===== src/rtl/pattern_ack_handler.sv =====
`timescale 1ns/1ps
// pattern_ack_handler
// Consumer of the byte-stream pattern detector. Each time found_pattern is
// seen high in IDLE the match is counted and held. The hold ends either when
// the hold timer expires (auto_mode=1) or on a debounced operator button
// press. The match is then released by toggling ack. A detector that does
// not drop found_pattern within RELEASE_TIMEOUT cycles of the toggle is
// flagged in release_err, and the block waits for the detector in DRAIN.
//
// Ports
//   clk           system clock, rising edge
//   reset_sync    asynchronous active-high reset, clears all state
//   found_pattern detector match level (same clock domain)
//   btn_n         raw active-low pushbutton, asynchronous to clk
//   auto_mode     1: release on hold timer or button, 0: button only
//   clear_count   synchronous clear of match_count, overflow, release_err
//   ack           toggle acknowledge; every level change releases one match
//   match_pulse   one-cycle pulse per accepted match
//   match_count   saturating count of accepted matches
//   busy          high from match acceptance until the detector releases
//   overflow      sticky: a match was accepted while match_count was all-ones
//   release_err   sticky: found_pattern did not fall within RELEASE_TIMEOUT
//
// state   | meaning
// --------+-----------------------------------------------------------
// IDLE    | waiting for found_pattern high; accepts and counts a match
// HOLD    | match held; waiting for a button press or hold-timer expiry
// RELEASE | ack toggled; waiting for found_pattern to fall (bounded)
// DRAIN   | detector missed the release window; wait for it to go low

module pattern_ack_handler #(
   parameter int unsigned COUNT_W         = 8,
   parameter int unsigned HOLD_CYCLES     = 50_000_000,
   parameter int unsigned DEBOUNCE_CYCLES = 1_000_000,
   parameter int unsigned RELEASE_TIMEOUT = 16
) (
   input  logic               clk,
   input  logic               reset_sync,
   input  logic               found_pattern,
   input  logic               btn_n,
   input  logic               auto_mode,
   input  logic               clear_count,
   output logic               ack,
   output logic               match_pulse,
   output logic [COUNT_W-1:0] match_count,
   output logic               busy,
   output logic               overflow,
   output logic               release_err
);

   localparam int unsigned HW = (HOLD_CYCLES > 1) ? $clog2(HOLD_CYCLES) : 1;
   localparam int unsigned DW = $clog2(DEBOUNCE_CYCLES);
   localparam int unsigned RW = $clog2(RELEASE_TIMEOUT);

   localparam logic [HW-1:0] HOLD_LOAD = HW'(HOLD_CYCLES - 1);
   localparam logic [DW-1:0] DEB_LOAD  = DW'(DEBOUNCE_CYCLES - 1);
   localparam logic [RW-1:0] REL_LOAD  = RW'(RELEASE_TIMEOUT - 1);

   typedef enum logic [1:0] {
      ST_IDLE    = 2'd0,
      ST_HOLD    = 2'd1,
      ST_RELEASE = 2'd2,
      ST_DRAIN   = 2'd3
   } state_t;

   state_t        state;
   logic [HW-1:0] hold_tmr;
   logic [RW-1:0] rel_tmr;

   logic          btn_s1;
   logic          btn_s2;
   logic          btn_db;
   logic [DW-1:0] deb_cnt;
   logic          press_evt;

   // Button synchronizer and debouncer. The synchronizer and debounced level
   // reset to 1 (button released). The down-counter is reloaded whenever the
   // synchronized level agrees with the debounced level, so only an
   // uninterrupted run of DEBOUNCE_CYCLES disagreeing cycles reaches zero.
   always_ff @(posedge clk or posedge reset_sync) begin
      if (reset_sync) begin
         btn_s1  <= 1'b1;
         btn_s2  <= 1'b1;
         btn_db  <= 1'b1;
         deb_cnt <= '0;
      end else begin
         btn_s1 <= btn_n;
         btn_s2 <= btn_s1;
         if (btn_s2 == btn_db) begin
            deb_cnt <= DEB_LOAD;
         end else if (deb_cnt == '0) begin
            btn_db  <= btn_s2;
            deb_cnt <= DEB_LOAD;
         end else begin
            deb_cnt <= deb_cnt - 1'b1;
         end
      end
   end

   // Strobe is high in the single cycle in which the debounced level is about
   // to flip from released to pressed. Release flips never produce a strobe.
   assign press_evt = (btn_s2 != btn_db) && (deb_cnt == '0) && !btn_s2;

   always_ff @(posedge clk or posedge reset_sync) begin
      if (reset_sync) begin
         state       <= ST_IDLE;
         hold_tmr    <= '0;
         rel_tmr     <= '0;
         ack         <= 1'b0;
         match_pulse <= 1'b0;
         match_count <= '0;
         busy        <= 1'b0;
         overflow    <= 1'b0;
         release_err <= 1'b0;
      end else begin
         match_pulse <= 1'b0;

         case (state)
            ST_IDLE: begin
               busy <= 1'b0;
               if (found_pattern) begin
                  match_pulse <= 1'b1;
                  if (match_count == '1) begin
                     overflow <= 1'b1;
                  end else begin
                     match_count <= match_count + 1'b1;
                  end
                  hold_tmr <= HOLD_LOAD;
                  busy     <= 1'b1;
                  state    <= ST_HOLD;
               end
            end

            ST_HOLD: begin
               if (!found_pattern) begin
                  // Detector was reset behind our back; nothing to acknowledge.
                  busy  <= 1'b0;
                  state <= ST_IDLE;
               end else if (press_evt || (auto_mode && (hold_tmr == '0))) begin
                  ack     <= ~ack;
                  rel_tmr <= REL_LOAD;
                  state   <= ST_RELEASE;
               end else if (hold_tmr != '0) begin
                  hold_tmr <= hold_tmr - 1'b1;
               end
            end

            ST_RELEASE: begin
               if (!found_pattern) begin
                  busy  <= 1'b0;
                  state <= ST_IDLE;
               end else if (rel_tmr == '0) begin
                  release_err <= 1'b1;
                  state       <= ST_DRAIN;
               end else begin
                  rel_tmr <= rel_tmr - 1'b1;
               end
            end

            ST_DRAIN: begin
               if (!found_pattern) begin
                  busy  <= 1'b0;
                  state <= ST_IDLE;
               end
            end

            default: begin
               busy  <= 1'b0;
               state <= ST_IDLE;
            end
         endcase

         // Clear takes priority over a same-cycle match or error.
         if (clear_count) begin
            match_count <= '0;
            overflow    <= 1'b0;
            release_err <= 1'b0;
         end
      end
   end

endmodule

===== config.mk =====
export PLATFORM = sky130hd
export DESIGN_NAME = pattern_ack_handler
export DESIGN_NICKNAME = d
export VERILOG_FILES = /design/src/rtl/pattern_ack_handler.sv
export SDC_FILE = /design/constraint.sdc
export NUM_CORES = 1
export LEC_CHECK = 0
export CAP_MARGIN = 5
export CORE_ASPECT_RATIO = 1.75
export CORE_MARGIN = 4
export CORE_UTILIZATION = 41
export CTS_CLUSTER_SIZE = 30
export DETAILED_ROUTE_END_ITERATION = 16
export PLACE_DENSITY = 0.63
export RECOVER_POWER = 25
export SETUP_SLACK_MARGIN = 0.1
export SYNTH_ARGS = -nofsm -noshare
export SYNTH_HDL_FRONTEND = slang
export SYNTH_SLANG_ARGS = --single-unit

===== constraint.sdc =====
create_clock -name clk -period 2.8 [get_ports clk]
set_clock_uncertainty 0.05 [all_clocks]
set_input_delay 0.56 -clock clk [delete_from_list [all_inputs] [get_ports clk]]
set_output_delay 0.56 -clock clk [all_outputs]
set_load 0.01 [all_outputs]

==> impl_metrics.env <==
export IMPL_status="finished, violations left"
export IMPL_grt_pass1_wl_um=12830
export IMPL_wirelength_um=7443
export IMPL_critPathArrivalTime_ns=2.72
export IMPL_synthXorXnorAreaFrac=0.05216
export IMPL_numCtsBuffers=9
export IMPL_via_per_inst=5.392
export IMPL_seq_area_frac_synth=0.4837
export IMPL_gp_congestion=0.8047
export IMPL_layout_commonest_cell="dfrtp_1"
export IMPL_synth_fa_ha_area_frac=0.02129
export IMPL_antenna_found_initial=0
export IMPL_first_global_vias=2808
export IMPL_tritoncts="done"
export IMPL_synth_top_family_by_area="simple AND/OR/NAND/NOR gates"
export IMPL_report_final_slew_viol_count=69
export IMPL_hold_slack_ns=0.3066
export IMPL_irDropWorstVdd_mv=0.3894
export IMPL_floorplan_rows=44
export IMPL_port_buffers=18
export IMPL_ys_flop_type="dfrtp_1"
export IMPL_dr_wl_met3_um=229
export IMPL_relSlewSlack=-0.08632
export IMPL_finalPower_mw=2.250
export IMPL_dp_hpwl_um=5349
export IMPL_synth_mux_area_frac=0.008872
export IMPL_ys_async_sr_fraction=1.000
export IMPL_clkLatencyLatePin_ns=0.33
export IMPL_setup_violations=0
export IMPL_final_cells=521
export IMPL_top_layer="met4"
export IMPL_critical_path_required_ns=2.97
export IMPL_wl_met2_um=3990
export IMPL_die_width_um=78.10
export IMPL_wl_met1_um=3043
export IMPL_synth_simple_area_share=0.2661
export IMPL_clock_sinks=68
export IMPL_failed_checks="max-capacitance violations, max-slew violations"
export IMPL_clock_root_buffer="clkbuf_16"
export IMPL_syn2layout_area_growth_pct=18.17
export IMPL_ctsHtreeMaxLevel=3
export IMPL_max_clock_freq_mhz=391.5
export IMPL_grt_max_degree=69
export IMPL_drv_cap=1
export IMPL_postSynthAreaPerCell_um2=9.478
export IMPL_tightest_slew_ns=1.629
export IMPL_fin_area_um2=4167
export IMPL_grt_ovfl_total=0
export IMPL_grt_total_usage=0.1587
export IMPL_pin_count=19
export IMPL_die_area_um2=10210
export IMPL_worstHoldPathType="flop to flop"
export IMPL_diodes=0
export IMPL_post_route_period_util=0.9122
export IMPL_layout_min_cycle_time_ns=2.554
export IMPL_path_clk_slew_ns=0.05
export IMPL_timing_critical_path_fanout_max=22
export IMPL_vias=2809
export IMPL_final_nets=414
export IMPL_worstSetupPathType="flop to flop"
export IMPL_core_area_um2=8368
export IMPL_dp_cells=506
export IMPL_drtPass1Iterations=4
export IMPL_final_hold_viol_count=0
export IMPL_netlist_area_um2=3526
export IMPL_final_cell_mix="65 x dfrtp_1, 39 x nor2_1, 31 x nand2_1"
export IMPL_start_util=0.4214
export IMPL_final_antenna_net_count=0
export IMPL_synth_fp_nets=384
export IMPL_syn_instance_count=372
export IMPL_synth_seq_cells=68
export IMPL_dpl_cell_area_um2=3902
export IMPL_drive_above_1_share=0.1108
export IMPL_p_leak_nw=1.650
export IMPL_p_per_area_nw_per_um2=540.1
export IMPL_cts_buffer_depth=2
export IMPL_startpoint_type="flop"
export IMPL_die_h_um=130.7
export IMPL_synth_compound_area_share=0.1373
export IMPL_drtIter0Drc=133
export IMPL_fin_tns_setup_ns=0
export IMPL_rsz0062_at_grt="no"
export IMPL_yosysWarnings=0
export IMPL_cp_end_kind="flop"
export IMPL_drc=0
export IMPL_synth_edff_count=0
export IMPL_wire_per_inst_um=14.29
export IMPL_yosysUniqueCellTypes=56
[where the power goes]
group	internal [mW]	total (mW)	switching, mW
combinational	0.0600	0.155	0.0954
sequential	1.02	1.07	0.0447
clock	0.639	1.03	0.391
total	1.72	2.25	0.531
[path summary, 6_finish.rpt]
check	depth (start not counted)	to	start	slack [ns]
max reg2reg	6	hold_tmr[11]	hold_tmr[9]	0.25
max in group asynchronous	3	match_pulse	reset_sync	0.56
min reg2reg	0	btn_s2	btn_s1	0.31
min in group asynchronous	3	hold_tmr[2]	reset_sync	1.19
max	6	hold_tmr[11]	hold_tmr[9]	0.25
min	0	btn_s2	btn_s1	0.31
[final cells by class]
class / instances / area, um2
Fill cell: 803 / 4202
Inverter: 14 / 52.55
Sequential cell: 68 / 1705
Tap cell: 115 / 143.9
Clock buffer: 13 / 260.3
Multi-Input combinational cell: 279 / 1727
Timing Repair Buffer: 30 / 267.8
Clock inverter: 2 / 10.01
[sequential cells by signal, indices dropped and copies added (netlist names)]
register	flops
deb_cnt	20
rel_tmr	4
release_err	1
state	2
ack	1
overflow	1
match_pulse	1
btn_s2	1
match_count	8
btn_db	1
busy	1
btn_s1	1
hold_tmr	26
[cells by family (layout without fill, tap and decap cells)]
family,after synthesis,in the layout
AO/OA/AOI/OAI,78,78
XOR/XNOR,21,21
multiplexers,3,3
buffers and inverters,25,59
adder cells (fa/ha/maj),6,6
AND/OR/NAND/NOR,171,171
flip-flops,68,68
[worst max-delay path, cell delays in order, from the launching register on]
cell and delay, ns:
dfrtp_1 0.45, or4_4 0.58, nand2b_4 0.19, nor4_4 0.42, or3_4 0.36, o21ai_0 0.13
a22o_1 0.25
[metal layers]
metal	GRT usage	up-vias
li1	-	1392
met1	0.1762	1365
met2	0.2864	40
met3	0.03429	12
met4	0.07724	0
met5	0	-
[repair_timing]
action                                  CTS  global route
endpoints found under the setup margin    0             3
setup buffers                             0             0
hold buffers                              0             0
gates resized for setup                   0             2
[cell usage after synthesis, types with 6 or more instances]
cell type	count	area (um2)
nor4_1	9	56.30
a31oi_1	6	37.54
xnor2_1	8	70.07
nor2b_1	7	43.79
nand2_1	31	116.4
nand2b_1	6	37.54
nor3_1	13	65.06
a21oi_1	22	110.1
nand3_1	16	80.08
o21ai_0	25	125.1
clkbuf_1	6	22.52
dfrtp_1	65	1627
or3_1	10	62.56
nor2_1	40	150.1
xor2_1	13	113.9
inv_1	14	52.55
ha_1	6	75.07
nand4_1	8	50.05
[metrics by stage]
stage | setup slack [ns] | utilization
6_report | 0.2458 | 0.4979
5_1_grt | 0.1078 | 0.4979
3_5_place_dp | 0.2526 | 0.4664
3_3_place_gp | 0.2837 | 0.4664
2_1_floorplan | 0.4835 | -
4_1_cts | 0.2429 | 0.4987
No activity file was read; power rests on OpenSTA's default activity.
